**src/rtl/fifo_uart_tx_pkg.sv**
```systemverilog
// Shared constants and FSM encoding for the FIFO-draining UART transmitter.
package fifo_uart_tx_pkg;

    localparam int DATA_BITS        = 8;
    localparam int CLKS_PER_BIT_DEF = 434;
    localparam int FRAME_BITS_8N1   = 10;
    localparam int FRAME_BITS_8E1   = 11;

    localparam logic [2:0] ST_IDLE   = 3'd0;
    localparam logic [2:0] ST_START  = 3'd1;
    localparam logic [2:0] ST_DATA   = 3'd2;
    localparam logic [2:0] ST_PARITY = 3'd3;
    localparam logic [2:0] ST_STOP   = 3'd4;

    typedef enum logic [2:0] {
        IDLE   = ST_IDLE,
        START  = ST_START,
        DATA   = ST_DATA,
        PARITY = ST_PARITY,
        STOP   = ST_STOP
    } tx_state_e;

    function automatic int frame_cycles(input int clks_per_bit, input bit parity_en);
        return clks_per_bit * (parity_en ? FRAME_BITS_8E1 : FRAME_BITS_8N1);
    endfunction

endpackage

```
**src/rtl/fifo_uart_tx_if.sv**
```systemverilog
// FIFO read port plus serial-line status bundle of the UART transmitter.
interface fifo_uart_tx_if;
    import fifo_uart_tx_pkg::*;

    logic [DATA_BITS-1:0] fifo_data;
    logic                 fifo_empty;
    logic                 fifo_re;
    logic                 tx_en;
    logic                 tx;
    logic                 busy;
    logic                 frame_done;

    modport slave (
        input  fifo_data, fifo_empty, tx_en,
        output fifo_re, tx, busy, frame_done
    );

    modport master (
        output fifo_data, fifo_empty, tx_en,
        input  fifo_re, tx, busy, frame_done
    );
endinterface

```
**src/rtl/fifo_uart_tx_baud_counter.sv**
```systemverilog
// Per-bit cycle counter: bit_end marks the final cycle of a bit, bit_pre_end the one before it.
module uart_baud_counter #(
    parameter int CLKS_PER_BIT = 434
) (
    input  logic clk,
    input  logic reset,
    input  logic clear,
    output logic bit_end,
    output logic bit_pre_end
);
    localparam int W = (CLKS_PER_BIT > 1) ? $clog2(CLKS_PER_BIT) : 1;
    localparam logic [W-1:0] LAST = W'(CLKS_PER_BIT - 1);
    localparam logic [W-1:0] PRE  = W'(CLKS_PER_BIT - 2);

    logic [W-1:0] cnt_q, cnt_d;

    assign bit_end     = (cnt_q == LAST);
    assign bit_pre_end = (cnt_q == PRE);

    always_comb begin
        cnt_d = cnt_q + W'(1);
        if (clear || bit_end) cnt_d = '0;
    end

    always_ff @(posedge clk) begin
        if (reset) cnt_q <= '0;
        else       cnt_q <= cnt_d;
    end
endmodule

```
**src/rtl/fifo_uart_tx.sv**
```systemverilog
// UART transmitter popping bytes from a show-ahead FIFO; 8N1 frames, or 8E1 when
// UART_TX_PARITY_EN is defined.
module fifo_uart_tx
    import fifo_uart_tx_pkg::*;
#(
    parameter int CLKS_PER_BIT = CLKS_PER_BIT_DEF
) (
    input  logic           clk,
    input  logic           reset,
    fifo_uart_tx_if.slave  bus
);
    tx_state_e            state_q, state_d;
    logic [DATA_BITS-1:0] shreg_q, shreg_d;
    logic [2:0]           bitcnt_q, bitcnt_d;
    logic                 tx_q, tx_d;
    logic                 busy_q, frame_done_q;
    logic                 bit_end, bit_pre_end, clear, pop;
`ifdef UART_TX_PARITY_EN
    logic                 parity_q, parity_d;
`endif

    uart_baud_counter #(.CLKS_PER_BIT(CLKS_PER_BIT)) u_baud (
        .clk         (clk),
        .reset       (reset),
        .clear       (clear),
        .bit_end     (bit_end),
        .bit_pre_end (bit_pre_end)
    );

    // Popping on the last stop cycle chains frames with no idle gap.
    assign pop = ~reset & bus.tx_en & ~bus.fifo_empty &
                 ((state_q == IDLE) | ((state_q == STOP) & bit_end));
    assign clear = (state_d != state_q) | (state_q == IDLE);

    assign bus.fifo_re    = pop;
    assign bus.tx         = tx_q;
    assign bus.busy       = busy_q;
    assign bus.frame_done = frame_done_q;

    always_comb begin
        state_d  = state_q;
        shreg_d  = shreg_q;
        bitcnt_d = bitcnt_q;
`ifdef UART_TX_PARITY_EN
        parity_d = parity_q;
`endif
        case (state_q)
            IDLE:  if (pop) state_d = START;
            START: if (bit_end) state_d = DATA;
            DATA: begin
                if (bit_end) begin
                    shreg_d  = shreg_q >> 1;
                    bitcnt_d = bitcnt_q + 3'd1;  // wraps to 0 after the last bit
                    if (bitcnt_q == 3'(DATA_BITS - 1)) begin
`ifdef UART_TX_PARITY_EN
                        state_d = PARITY;
`else
                        state_d = STOP;
`endif
                    end
                end
            end
`ifdef UART_TX_PARITY_EN
            PARITY: if (bit_end) state_d = STOP;
`endif
            STOP:  if (bit_end) state_d = pop ? START : IDLE;
            default: state_d = IDLE;
        endcase

        if (pop) begin
            shreg_d = bus.fifo_data;
`ifdef UART_TX_PARITY_EN
            parity_d = ^bus.fifo_data;
`endif
        end

        tx_d = 1'b1;
        case (state_d)
            START:  tx_d = 1'b0;
            DATA:   tx_d = shreg_d[0];
`ifdef UART_TX_PARITY_EN
            PARITY: tx_d = parity_d;
`endif
            default: tx_d = 1'b1;
        endcase
    end

    always_ff @(posedge clk) begin
        if (reset) begin
            state_q      <= IDLE;
            shreg_q      <= '0;
            bitcnt_q     <= '0;
            tx_q         <= 1'b1;
            busy_q       <= 1'b0;
            frame_done_q <= 1'b0;
`ifdef UART_TX_PARITY_EN
            parity_q     <= 1'b0;
`endif
        end else begin
            state_q      <= state_d;
            shreg_q      <= shreg_d;
            bitcnt_q     <= bitcnt_d;
            tx_q         <= tx_d;
            busy_q       <= (state_d != IDLE);
            // Raised one cycle early so the registered pulse lands on the last stop cycle.
            frame_done_q <= (state_q == STOP) & bit_pre_end;
`ifdef UART_TX_PARITY_EN
            parity_q     <= parity_d;
`endif
        end
    end
endmodule

```
**src/flat_wrapper.sv**
```systemverilog
// flat-port wrapper written by rule: the top's interface ports become plain ports
module fifo_uart_tx_flat import fifo_uart_tx_pkg::*;
#(
    parameter int CLKS_PER_BIT = CLKS_PER_BIT_DEF
)
  (clk, reset, bus_fifo_data, bus_fifo_empty, bus_tx_en, bus_fifo_re, bus_tx, bus_busy, bus_frame_done);
  fifo_uart_tx_if bus_i ();
  input  logic clk;
  input  logic reset;
  input wire logic [$bits(bus_i.fifo_data)-1:0] bus_fifo_data;
  input wire logic [$bits(bus_i.fifo_empty)-1:0] bus_fifo_empty;
  input wire logic [$bits(bus_i.tx_en)-1:0] bus_tx_en;
  output wire logic [$bits(bus_i.fifo_re)-1:0] bus_fifo_re;
  output wire logic [$bits(bus_i.tx)-1:0] bus_tx;
  output wire logic [$bits(bus_i.busy)-1:0] bus_busy;
  output wire logic [$bits(bus_i.frame_done)-1:0] bus_frame_done;
  assign bus_i.fifo_data = bus_fifo_data;
  assign bus_i.fifo_empty = bus_fifo_empty;
  assign bus_i.tx_en = bus_tx_en;
  assign bus_fifo_re = bus_i.fifo_re;
  assign bus_tx = bus_i.tx;
  assign bus_busy = bus_i.busy;
  assign bus_frame_done = bus_i.frame_done;
  fifo_uart_tx #(.CLKS_PER_BIT(CLKS_PER_BIT)) u_core (.clk(clk), .reset(reset), .bus(bus_i));
endmodule
```
**config.mk**
```make
export PLATFORM = sky130hd
export DESIGN_NAME = fifo_uart_tx_flat
export DESIGN_NICKNAME = d
export VERILOG_FILES = /design/src/rtl/fifo_uart_tx_pkg.sv /design/src/rtl/fifo_uart_tx_if.sv /design/src/rtl/fifo_uart_tx_baud_counter.sv /design/src/rtl/fifo_uart_tx.sv /design/src/flat_wrapper.sv
export SDC_FILE = /design/constraint.sdc
export NUM_CORES = 1
export LEC_CHECK = 0
export CAP_MARGIN = 10
export CORE_MARGIN = 2
export CORE_UTILIZATION = 55
export DETAILED_ROUTE_END_ITERATION = 10
export GPL_ROUTABILITY_DRIVEN = 0
export GPL_TIMING_DRIVEN = 0
export PLACE_DENSITY = 0.9
export SETUP_SLACK_MARGIN = 0.3
export SLEW_MARGIN = 10
export SYNTH_ARGS = -nofsm -noshare
export SYNTH_HDL_FRONTEND = slang
export SYNTH_SLANG_ARGS = --single-unit
export TNS_END_PERCENT = 100
```
**constraint.sdc**
```tcl
create_clock -name clk -period 2.7 [get_ports clk]
set_clock_uncertainty 0.15 [all_clocks]
set_input_delay 0.405 -clock clk [delete_from_list [all_inputs] [get_ports clk]]
set_output_delay 0.405 -clock clk [all_outputs]
set_load 0.02 [all_outputs]
```
* Word-level counts from Yosys, hierarchy flattened
Cells that the tools add are included.
Operators by class: add/sub/neg operators 2, equality and inequality tests 9, mux-type cells 11, bitwise gates (word level) 9, reduce and logical (&&, ||, !) cells 8
Operators by type and width (count):
- 2-to-1 mux 8 bit | 3
- equality test 9 bit, second input constant | 2
- 2-to-1 mux 3 bit | 5
- one-hot mux 3 bit (4 select lines) | 1
- adder 9 x 1 -> 9 bit, second input constant | 1
- equality test 3 x 1 -> 1 bit, second input constant | 2
- equality test 3 x 2 -> 1 bit, second input constant | 2
- equality test 3 bit, second input constant | 2
- bitwise AND 1 bit | 5
- AND reduction 2 bit | 2
- nonzero test 2 bit | 2
- adder 3 x 1 -> 3 bit, second input constant | 1
- zero test 3 bit | 1
- != test 3 bit | 1
- nonzero test 3 bit | 1
- inverter 1 bit | 2
- bitwise OR 1 bit | 2
- one-hot mux 1 bit (2 select lines) | 1
- OR reduction 2 bit | 1
- logical OR 1 bit | 1
- 2-to-1 mux 1 bit | 1
Word-level totals: register bits after elaboration 26, bits of input ports 12, output and inout bits 4, word-level logic and storage cells 47

* Depth between registers and ports, before layout
Gate-level depths: netlist (run 1).
depth after elaboration 11, mapped depth 9, gate-level depth less buffers 8

* Modules after synthesis
From an unflattened synthesis (run 1), not the netlist that was laid out.
Unflattened totals: cell total of the unflattened synthesis 139, area, all modules 1228.7 um^2
Modules (own cells, without submodules):
- fifo_uart_tx | instances 1, cells each 91, area an instance 802.0 um^2, sequential area each 340.3 um^2
- uart_baud_counter | instances 1, cells each 48, area an instance 426.7 um^2, sequential area each 180.2 um^2

* Worst setup path after synthesis (run 1)
OpenSTA, ideal clock, no wires.
path type flip-flop to output port, start point register u_core.u_baud.cnt_q[0], end point output port bus_fifo_re, arrival time 1.299 ns, required time 2.145 ns, path slack 0.846 ns, stages on the path, launching flop included 7, buffers on the path 1, cell sequence dfxtp_1 -> ha_1 -> and4bb_4 -> nand2_1 -> a21o_1 -> buf_2 -> inv_1
Between the ends: longest elaborated chain between the ends 4
Ends and longest elaborated chain:
- from (decl) | RTL line fifo_uart_tx_baud_counter.sv:15 | logic [W-1:0] cnt_q, cnt_d;
- from (signal assigned) | RTL line fifo_uart_tx_baud_counter.sv:27 | else cnt_q <= cnt_d;
- equality test 9 bit | RTL line fifo_uart_tx_baud_counter.sv:17 | assign bit_end = (cnt_q == LAST);
- bitwise AND 1 bit | RTL line fifo_uart_tx.sv:32 | ((state_q == IDLE) | ((state_q == STOP) & bit_end));
- bitwise OR 1 bit | RTL line fifo_uart_tx.sv:32
- bitwise AND 1 bit | RTL line fifo_uart_tx.sv:31 | assign pop = ~reset & bus.tx_en & ~bus.fifo_empty &
- to (decl) | RTL line flat_wrapper.sv:13 | output wire logic [$bits(bus_i.fifo_re)-1:0] bus_fifo_re;
No other way between the ends.

* Worst setup path in the final report (run 1)
start point register u_core.u_baud.cnt_q[1], end point output port bus_fifo_re
The elaborated chain is that of the path after synthesis.

==> results.py, run 1 <==
metrics = {
    "outcome": {
        "outcome": "complete, no violations",
    },
    "place": {
        "port-buffer-count": 14,
        "post-place-ws_ps": 84.9,
        "hpwl_um": 1820,
    },
    "cells_and_area": {
        "regArea_um2": 523,
        "layout-drive-gt1-share": 0.117,
        "layout_common_cells": "28 x nor2_1, 24 x dfxtp_1, 16 x nand3_1, 14 x nand2_1, 13 x clkdlybuf4s50_1",
        "multi_input_area_um2": 633,
        "area_delta_synth_final_pct": 19.1,
        "antenna_cells": 0,
        "layout_commonest_cell": "nor2_1",
        "fill_cells": 169,
        "fin_nets": 180,
    },
    "critical_path": {
        "crit_fanout": 8,
        "crit_arrival_ps": 1750,
        "required_ps": 2140,
        "setup.worst_path.class": "reg2out",
        "worstSetupStartpointType": "register",
        "crit_path_end_kind": "output pin",
    },
    "die": {
        "rows": 17,
        "initial_core_util": 0.567,
        "die-height_um": 51.1,
        "chipWidth_um": 51.1,
        "io_pins": 16,
        "core_area_mm2": 0.00215,
        "die-area_mm2": 0.00261,
    },
    "pwr": {
        "power.density_mw_per_mm2": 451,
        "power.share.sequential": 0.609,
        "p_leak_nw": 0.554,
        "sw_frac_of_total": 0.225,
        "peakVddDrop_mv": 0.375,
        "fin_total_pwr_mw": 0.654,
        "clkPwrFrac": 0.303,
        "power_switching_mw": 0.147,
        "comb_power_share": 0.088,
        "internal_power_mw": 0.507,
    },
    "drt": {
        "drtIter0Drc": 28,
        "postRouteAntennaNets": 0,
        "viasPerCell": 5.51,
        "drc": 0,
        "routed_wl_um": 2530,
        "num_vias": 1047,
        "first_pass_iters": 4,
        "wl_per_cell_um": 13.3,
    },
    "clocking": {
        "cts_max_path_buffers": 2,
        "clk_latency_ps": 330,
        "cts_tree": "built",
        "cts_hold_buf": 0,
        "htree_levels": 1,
        "clockRootBuffer": "clkbuf_4",
        "cts_buffers": 3,
        "clkSinkCount": 26,
        "clk_pin_slew_worst_paths_ps": 140,
    },
    "grt": {
        "grt_antenna_before_repair": 0,
        "grt-ovfl-total": 0,
        "track_usage": 0.209,
        "grt_pass1_wl_um": 4090,
        "grt_pass1_vias": 972,
        "grt_max_degree": 15,
    },
    "sta": {
        "maxSlewViolCount": 0,
        "min_period_ps": 2300,
        "setup_ws_ps": 399,
        "worstMarginPinSlew_ps": 535,
        "hold_viol_final": 0,
        "setup_viol": 0,
        "finalCritPeriodShare": 0.852,
        "timing.fmax_mhz": 435,
        "setup_tns_ps": 0,
        "rsz0062_at_grt": "false",
        "worst_slew_margin_rel": 0.641,
    },
    "yosys": {
        "ys_types": 29,
        "synthCells": 142,
        "avgSynthCellArea_um2": 8.58,
        "yosysSeqAreaShare": 0.427,
        "syn-num-nets": 159,
        "syn_area_mm2": 0.00122,
        "ys_ff_latch": 26,
        "yosys_warnings": 0,
    },
    "worst_hold_path": {
        "hold_class": "in2reg",
    },
    "run": {
        "maxCapViolCount": 0,
    },
}
state kept, by name, summed over array words and instances (netlist names):
register               cells
u_core.bitcnt_q            3
u_core.bus.busy            1
u_core.bus.frame_done      1
u_core.bus.tx              1
u_core.shreg_q             8
u_core.state_q             3
u_core.u_baud.cnt_q        9
worst max-delay path, cell delays in order, from the launching register on:
cell and delay [ps]:
dfxtp_2 350, inv_1 70, ha_1 150, and4bb_4 250, nand2_1 70, a21o_1 180
buf_4 170, inv_2 70, buf_6 110
repair_timing:
| item | in CTS | in global routing |
|---|---|---|
| cloned | 0 | 0 |
| endpoints found under the setup margin | 1 | 1 |
| hold endpoints to repair | 0 | 0 |
| resized for setup | 8 | 2 |
| pin swaps | 0 | 1 |
| buffers inserted | 0 | 2 |
routing by layer:
| metal | vias to the layer above | track usage | part of all wire |
|---|---|---|---|
| li1 | 529 | - | - |
| met3 | 7 | 0.0292 | 0.026 |
| met5 | - | 0 | 0 |
| met1 | 492 | 0.225 | 0.43 |
| met2 | 19 | 0.392 | 0.53 |
| met4 | 0 | 0.104 | 0.020 |
power groups by stage:
stage          clock network, mW  logic, mW  registers (mW)
2_1_floorplan                  0     0.0285           0.407
3_3_place_gp                   0     0.0539           0.406
3_5_place_dp                   0     0.0562           0.406
4_1_cts                    0.202     0.0569           0.398
5_1_grt                    0.215     0.0634           0.400
6_report                   0.198     0.0577           0.398
through the flow:
stage	utilization	hold slack, ps	cell area [um^2]	std cells
3_5_place_dp	0.649	313	1390	184
3_3_place_gp	0.649	296	1390	184
6_report	0.676	210	1450	190
5_1_grt	0.676	224	1450	190
2_1_floorplan	-	290	1220	142
4_1_cts	0.667	209	1430	188
kinds of logic (layout without fill, tap and decap cells):
logic type,count (synthesis),count (layout),synth area share
simple gates,72,72,0.290
flops,26,26,0.427
compound gates,17,17,0.106
buf+inv,12,32,0.0534
xor+xnor,9,9,0.0647
fa+ha+maj,5,5,0.0513
mux,1,1,0.00821
cells in the mapped netlist:
master	n	area share
nand4b_1	1	0.0072
a21bo_2	1	0.0082
nor3b_1	2	0.012
a311oi_1	6	0.043
buf_2	4	0.016
buf_6	2	0.018
and3_1	4	0.021
nand3_1	16	0.066
xnor2_1	6	0.043
nand2_1	14	0.043
and4bb_4	1	0.013
and4b_1	2	0.016
xor2_1	3	0.022
inv_1	4	0.012
ha_1	5	0.051
a22oi_1	1	0.0062
a21oi_1	3	0.012
nor2_1	28	0.086
a31oi_1	1	0.0051
or3_1	1	0.0051
a211oi_1	2	0.012
clkbuf_1	2	0.0062
a21boi_0	1	0.0062
dfxtp_1	26	0.43
or3b_1	1	0.0072
and2_4	1	0.0072
nor2b_1	1	0.0051
a21o_1	2	0.012
mux2i_1	1	0.0082
worst paths after layout:
| check | from | end | slack [ps] | depth (start not counted) |
|---|---|---|---|---|
| setup / recovery | u_core.u_baud.cnt_q[1]$_SDFF_PP0_ | bus_fifo_re | 400 | 8 |
| hold / removal | reset | u_core.shreg_q[2]$_SDFFE_PP0P_ | 210 | 2 |
| setup reg to reg | u_core.u_baud.cnt_q[1]$_SDFF_PP0_ | u_core.bus.tx$_SDFF_PP1_ | 640 | 8 |
| hold reg to reg | u_core.u_baud.cnt_q[0]$_SDFF_PP0_ | u_core.u_baud.cnt_q[0]$_SDFF_PP0_ | 320 | 1 |
area by class of cell:
cell class | instances | share of cell area
Multi-Input combinational cell | 104 | 0.436
Sequential cell | 26 | 0.360
Timing Repair Buffer | 16 | 0.108
Buffer | 8 | 0.0362
Clock buffer | 4 | 0.0250
Tap cell | 28 | 0.0241
Inverter | 4 | 0.0103
(Power assumes the default switching activity.)
==> run 2: changes to the inputs <==
Settings changed: CORE_MARGIN 2 to unset.
==> run 2 against run 1 <==
Against the previous run: critical path depth fell by 1; first-iteration DRC count fell by 18%; die area fell by 7.7%; clock-buffer cell count did not move; non-clock buffer count fell by 2; core utilization rose by 3.7 points; critical path type unchanged; setup slack improved by 11 ps; sequential cell count did not move; register-to-register slack improved by 80 ps; highest routed layer unchanged; worst hold slack got worse by 14 ps.
==> results.py, run 2 (synthesis gave the netlist of run 1 again) <==
metrics = {
    "grt": {
        "grt_max_degree": 15,
        "grt_antenna_before_repair": 0,
        "grt_pass1_wl_um": 4110,
        "grt_pass1_vias": 1002,
        "grt-ovfl-total": 0,
        "track_usage": 0.221,
    },
    "sta": {
        "rsz0062_at_grt": "false",
        "worstMarginPinSlew_ps": 506,
        "hold_viol_final": 0,
        "holdWs_ps": 196,
        "maxSlewViolCount": 0,
        "finalCritPeriodShare": 0.848,
        "timing.fmax_mhz": 437,
        "worst_slew_margin_rel": 0.661,
        "min_period_ps": 2290,
        "setup_viol": 0,
        "setup_tns_ps": 0,
    },
    "cells_and_area": {
        "area_delta_synth_final_pct": 18.3,
        "fin_nets": 178,
        "largest_registers": "u_core.u_baud.cnt_q: 9 flops, u_core.shreg_q: 8 flops",
        "antenna_cells": 0,
        "largest_register": "u_core.u_baud.cnt_q",
        "final_area_mm2": 0.00144,
        "largest_reg_flops": 9,
        "layout_commonest_cell": "nor2_1",
        "utilization": 0.713,
        "layout-drive-gt1-share": 0.119,
        "layout_common_cells": "28 x nor2_1, 24 x dfxtp_1, 16 x nand3_1, 14 x nand2_1, 13 x clkdlybuf4s50_1",
    },
    "critical_path": {
        "critPathMostFrequentCell": "buf_6",
        "crit_fanout": 8,
        "worstSetupStartpointType": "register",
        "crit_path_end_kind": "output pin",
        "required_ps": 2140,
        "reg2reg_depth": 7,
        "crit_arrival_ps": 1740,
        "rr_startpoint": "u_core.u_baud.cnt_q[1]$_SDFF_PP0_",
        "cp_cell_sequence": "ha_2, and4bb_4, nand2_1, a21o_1, buf_6, inv_2, buf_6",
        "setup.worst_path.class": "reg2out",
        "r2r_end": "u_core.bus.tx$_SDFF_PP1_",
        "cp_slowest_stage_delay_ps": 390,
        "worstSetupStartpoint": "u_core.u_baud.cnt_q[0]$_SDFF_PP0_",
        "slowest_stage": "dfxtp_2",
        "r2r_slack_ps": 720,
    },
    "die": {
        "io_pins": 16,
        "core_area_mm2": 0.00202,
        "chipWidth_um": 49.1,
        "die-area_mm2": 0.00241,
        "initial_core_util": 0.603,
        "die-height_um": 49.1,
        "rows": 16,
    },
    "clocking": {
        "clk_pin_slew_worst_paths_ps": 140,
        "clk_latency_ps": 320,
        "cts_resized": 5,
        "cts_buffers": 3,
        "cts_max_path_buffers": 2,
        "clockRootBuffer": "clkbuf_4",
        "clkSinkCount": 26,
        "htree_levels": 1,
        "cts_setup_buffers": 0,
        "cts_tree": "built",
        "cts_hold_buf": 0,
    },
    "run": {
        "maxCapViolCount": 0,
    },
    "pwr": {
        "internal_power_mw": 0.507,
        "fin_total_pwr_mw": 0.654,
        "power.share.sequential": 0.608,
        "clkPwrFrac": 0.303,
        "comb_power_share": 0.089,
        "power.density_mw_per_mm2": 454,
        "power_switching_mw": 0.147,
        "p_leak_nw": 0.544,
        "sw_frac_of_total": 0.225,
        "peakVddDrop_mv": 0.381,
    },
    "worst_hold_path": {
        "whs_endpoint": "u_core.shreg_q[4]$_SDFFE_PP0P_",
        "min_path_cells": 2,
        "hold_class": "in2reg",
        "worstHoldStart": "reset",
    },
    "drt": {
        "top_layer": "met4",
        "wl_per_cell_um": 12.9,
        "drc": 0,
        "drt-met1-wl_um": 1090,
        "viasPerCell": 5.32,
        "first_pass_iters": 4,
        "num_vias": 994,
        "routed_wl_um": 2410,
        "drtIter0Drc": 23,
        "postRouteAntennaNets": 0,
        "route.met3.wl_um": 55,
        "met2_length_um": 1240,
    },
    "place": {
        "hpwl_um": 1730,
        "dpl_cell_area_mm2": 0.00139,
        "port-buffer-count": 14,
    },
    "outcome": {
        "outcome": "complete, no violations",
    },
}
-- run 2: changes by cell type in the layout (fill, tap and decap cells not counted) --
cell and change:
inv_2 +1, buf_6 +1, ha_2 +1, ha_1 -1, buf_4 -3, inv_1 -1
-- run 2: how the worst max path moves through the flow --
stage,endpoint,slack (ps),depth (start not counted)
after floorplan,bus_fifo_re,850,6
after global placement,bus_fifo_re,140,7
after detailed placement,bus_fifo_re,120,7
after CTS,bus_fifo_re,300,8
after global routing,bus_fifo_re,310,8
final,bus_fifo_re,410,7
-- run 2: per-layer routing --
metal	global-route usage	vias up
li1	-	520
met1	0.251	460
met2	0.409	10
met3	0.0561	4
met4	0.0441	0
met5	0	-
-- run 2: critical path: cells and delay by family, from the launching register on --
kind | cells | cell delay (ps)
adder cells (fa/ha/maj) | 1 | 180
AO/OA/AOI/OAI | 1 | 200
AND/OR/NAND/NOR | 2 | 350
flip-flops | 1 | 390
buffers and inverters | 3 | 300
-- run 2: cell type report --
type                       instances  area [um^2]
multi-input combinational        104          636
fill                             161          581
sequential                        26          523
timing repair buffer              14          141
buffer                             8         56.3
clock buffer                       4         36.3
tap                               27         33.8
inverter                           4         15.0
-- run 2: per-stage QoR --
stage / instances / worst slack [ps]
final: 187 / 409
after global routing: 187 / 315
after CTS: 187 / 302
after global placement: 183 / 138
after floorplan: 142 / 846
after detailed placement: 183 / 122
-- run 2: power groups by stage --
stage	clock, mW	sequential, mW	combinational (mW)
2_1_floorplan	0	0.407	0.0285
3_3_place_gp	0	0.406	0.0540
3_5_place_dp	0	0.406	0.0557
4_1_cts	0.202	0.398	0.0555
5_1_grt	0.217	0.399	0.0632
6_report	0.198	0.398	0.0579
==> RTL change 1 (flow settings as in run 2) <==
One comparison of `cnt_q` changes from == to >=.
--- a/src/rtl/fifo_uart_tx_baud_counter.sv
+++ b/src/rtl/fifo_uart_tx_baud_counter.sv
@@ -16,5 +16,5 @@
 
     assign bit_end     = (cnt_q == LAST);
-    assign bit_pre_end = (cnt_q == PRE);
+    assign bit_pre_end = (cnt_q >= PRE);
 
     always_comb begin
Check against the original RTL: no difference found for any inputs over 10 cycles, from zero or initial values and one cycle with reset high; that may be too few to reach the edited logic, so the function may still have changed.
==> RTL change 1 against run 2 <==
- sequential cell count did not move
- combinational power increased by 7.3%
- worst hold slack got worse by 0.081 ns
- global-route usage grew 0.68 points
- cell count shrank 4.3%
- maximum frequency fell by 1.8%
- total power down 4.9%
- final area increased by 4.2%
- synthesized cell count is 11% lower
- die area decreased by 0.39%
- non-clock buffer count increased by 4
- worst setup slack got worse by 0.041 ns
- synthesized area decreased by 0.41%
- routed wire length rose by 0.91%
==> RTL change 1: results (changes against run 2) <==
Hold Startpoint=reset; status=complete, no violations; CP max FO=4 (-4); via/cell ratio=5.47 (+2.9%); # diodes=0 (unchanged); Synth Area in Compound Gates=12.1% (+1.5 points); wire length per cell=13.6 um (+5.4%); Post-DP HPWL=1.73 mm (+0.21%); Syn Area/Cell=9.56 um^2 (+11%); Synth cell types=33 (+14%); placed instance area=1390 um^2 (-0.36%); XOR/XNOR Fraction of Synth Area=6.49% (+0.027 points); DRT iter0 DRCs=18 (-22%); vias in the first global route=930 (-7.2%); clock-pin slew on the worst setup and hold paths=0.13 ns; worst slack at placement=0.0159 ns (-0.106 ns); worst relative slew slack=70.0% (+3.9 points); CTS Root Cell=clkbuf_4; Worst EP arrival=1.78 ns (+0.04 ns); proportion of synthesized area in mux cells=7.42% (+6.6 points); global-route wire length before repair=4.06 mm (-1.2%); register area share after synthesis=42.9% (+0.18 points); largest net degree at the start of global routing=14 (-1); crit path from=u_core.u_baud.cnt_q[1]; Synth Area in Adders=5.15% (+0.021 points); ys flop type=dfxtp_1; DRC Markers=0 (unchanged); Final Non-Filler Cells=179 (-4.3%); async set or reset register ratio after synthesis=0% (unchanged); Synth top cells by count=nor2_1, dfxtp_1, mux2i_1; Leak=0.523 nW (-3.7%); Peak VDD IR=278 uV (-27%); Pre-Repair DR Iteration Count=4 (unchanged); top post-synthesis cells by area=dfxtp_1, nor2_1, mux2i_1, ha_1, xnor2_1; Mapped Nets=144 (-9.4%); count of nets after finishing=171 (-3.9%); layout cells sized above 1=20.4% (+8.5 points); Total Routing Usage GR=22.7% (+0.68 points)
-- RTL change 1: cell count changes after synthesis, sizes merged, moves of 5 or more --
cell and change:
a311oi -6, a211oi +5, nand3 -12, mux2i +8
nand2 -7
-- RTL change 1: worst paths after layout --
path	depth (start not counted)	to	slack [ns]
max reg2reg	8	u_core.shreg_q[6]	0.41
min	2	u_core.shreg_q[4]	0.12
max	7	bus_fifo_re	0.37
min reg2reg	2	u_core.bus.frame_done	0.35
-- RTL change 1: final cells by class --
class,count,area [um^2]
Multi-Input combinational cell,90,661
Inverter,7,26.3
Tap cell,27,33.8
Buffer,4,31.3
Clock buffer,3,22.5
Fill cell,133,520
Sequential cell,26,526
Timing Repair Buffer,22,201
-- RTL change 1: where the power goes --
part / internal (mW) / total [mW] / leakage [nW] / switching, mW
Sequential: 0.392 / 0.398 / 0.212 / 0.00628
Clock: 0.0524 / 0.162 / 0.0138 / 0.109
Combinational: 0.0347 / 0.0621 / 0.298 / 0.0273
Total: 0.479 / 0.622 / 0.523 / 0.143
-- RTL change 1: per-stage QoR --
stage	power, mW	util, %
2_1_floorplan	0.437	-
3_3_place_gp	0.461	68.6
3_5_place_dp	0.464	68.6
4_1_cts	0.623	71.8
5_1_grt	0.645	74.3
6_report	0.622	74.3
-- RTL change 1: what timing repair did --
item                       in CTS  in global routing
buffers inserted                4                  4
resized for setup              10                  5
setup endpoints to repair       1                  3
pin swaps                       1                  1
-- RTL change 1: routing by layer --
layer	up-vias	GRT usage [%]	share of wire, %
met5	-	0	0
met2	20	38.7	48
met3	5	3.74	2.6
met1	461	27.5	47
met4	0	11.8	1.9
li1	493	-	-
-- RTL change 1: logic make-up (layout without fill, tap and decap cells) --
logic type | Yosys count | after routing
compound gates | 16 | 16
xor+xnor | 9 | 9
fa+ha+maj | 5 | 5
buf+inv | 11 | 36
flops | 26 | 26
mux | 9 | 9
simple gates | 51 | 51
-- RTL change 1: worst max-delay path, cell delays in order (launching register included) --
cell     delay, ns
dfxtp_2       0.34
inv_2         0.07
ha_4          0.11
or4b_4        0.48
o21ai_4       0.17
nand2_4       0.09
inv_2         0.08
buf_6         0.11
==> RTL change 2 (config.mk and constraints of run 2) <==
Without the edit above. `CLKS_PER_BIT_DEF`: 434 -> 217.
--- a/src/rtl/fifo_uart_tx_pkg.sv
+++ b/src/rtl/fifo_uart_tx_pkg.sv
@@ -3,5 +3,5 @@
 
     localparam int DATA_BITS        = 8;
-    localparam int CLKS_PER_BIT_DEF = 434;
+    localparam int CLKS_PER_BIT_DEF = 217;
     localparam int FRAME_BITS_8N1   = 10;
     localparam int FRAME_BITS_8E1   = 11;
Function: no difference found for any inputs over 10 cycles, from zero or initial values and one cycle with reset high; that may be too few to reach the edited logic, so the function may still have changed.
==> RTL change 2 against run 2 <==
- combinational power increased by 30%
- largest cell class unchanged
- critical path depth unchanged
- final area increased by 2.5%
- sequential cell count decreased by 1
- total power decreased by 4.0%
- synthesized area increased by 0.72%
- worst hold slack got worse by 0.081 ns
- critical endpoint unchanged
- routed wire length increased by 3.0%
- largest power group unchanged
- core utilization increased by 1.8 points
- worst setup slack got worse by 0.33 ns
==> RTL change 2: results (changes against run 2) <==
DRT iter0 DRCs=28 (+22%); Pre-Repair DR Iteration Count=6 (+2); Worst path slowest cell=or3_4; largest net degree at the start of global routing=14 (-1); Synth top cells by count=dfxtp_1, nor2_1, nor3_1; register area share after synthesis=40.8% (-1.9 points); Post-DP HPWL=1.75 mm (+0.93%); top post-synthesis cells by area=dfxtp_1, mux2i_1, a211oi_2, nor2_1, ha_1; global-route wire length before repair=4.24 mm (+3.0%); status=complete, no violations; Mapped Nets=143 (-10%); worst slack at placement=-0.259 ns (-0.382 ns); Worst-Margin Slew=0.563 ns (+0.0574 ns); vias in the first global route=970 (-3.2%); wire length per cell=14.1 um (+9.5%); layout cells sized above 1=16.8% (+4.9 points); CP max FO=2 (-6); routed via count=1,027 (+3.3%); biggest regs=u_core.shreg_q (8), u_core.u_baud.cnt_q (8); Peak VDD IR=404 uV (+6.1%); Synth cell types=39 (+34%); count of nets after finishing=166 (-6.7%); clock-pin slew on the worst setup and hold paths=0.13 ns; Leak=0.515 nW (-5.2%); ys flop type=dfxtp_1; Total Routing Usage GR=22.6% (+0.55 points); Worst EP arrival=2.06 ns (+0.32 ns); cell family with most CP delay=simple AND/OR/NAND/NOR gates
[RTL change 2: changes by cell type after synthesis, sizes merged, moves of 5 or more]
cell / delta
nor2: -14
nand2: -12
nand3: -11
nor3: +9
mux2i: +7
a211oi: +5
a311oi: -5
[RTL change 2: path summary, 6_finish.rpt]
kind / slack (ns) / endpoint / startpoint / depth (start not counted)
min reg2reg: 0.33 / u_core.u_baud.cnt_q[0] / u_core.u_baud.cnt_q[0] / 1
max reg2reg: 0.52 / u_core.shreg_q[3] / u_core.state_q[0] / 7
min: 0.11 / u_core.shreg_q[1] / reset / 2
max: 0.08 / bus_fifo_re / u_core.state_q[0] / 7
[RTL change 2: metrics by stage]
stage               cells  cell area, um^2  util [%]  hold WS (ns)  TNS [ns]
global route          176             1480      73.1         0.104         0
finish                176             1480      73.1         0.115         0
global placement      168             1400      69.3         0.286    -0.243
floorplan             127             1230         -         0.276         0
detailed placement    168             1400      69.3         0.306    -0.259
CTS                   176             1470      72.8         0.115         0
[RTL change 2: logic make-up (layout without fill, tap and decap cells)]
group           Yosys count  count (layout)  synth area share, %
flops                    25              25                 40.8
fa+ha+maj                 4               4                 4.08
xor+xnor                  8               8                 5.71
mux                       8               8                 6.52
buf+inv                  12              34                 5.61
simple gates             51              51                 24.1
compound gates           19              19                 13.3
[RTL change 2: what timing repair did]
action / in CTS / in global routing
endpoints found under the setup margin: 1 / 1
buffers inserted: 4 / 0
pin swaps: 3 / 1
resized for setup: 12 / 1
endpoints found under the hold margin: 0 / 0
[RTL change 2: routing by layer]
metal | vias up | global-route usage [%] | part of all wire, %
li1 | 507 | - | -
met1 | 466 | 26.9 | 42
met2 | 44 | 41.6 | 52
met3 | 10 | 3.74 | 5.2
met4 | 0 | 5.39 | 1.0
met5 | - | 0 | 0
[RTL change 2: cell type report]
type,count,area [um^2]
repair buffers,18,171
flip-flops and latches,25,508
well taps,27,33.8
fillers,136,544
multi-input cells,90,663
clock buffers,4,26.3
plain buffers,7,53.8
inverters,5,21.3
[RTL change 2: report_power, final]
part           switching (mW)  internal, mW
clock network           0.111        0.0578
registers             0.00544         0.379
logic                  0.0323        0.0428
total                   0.149         0.480
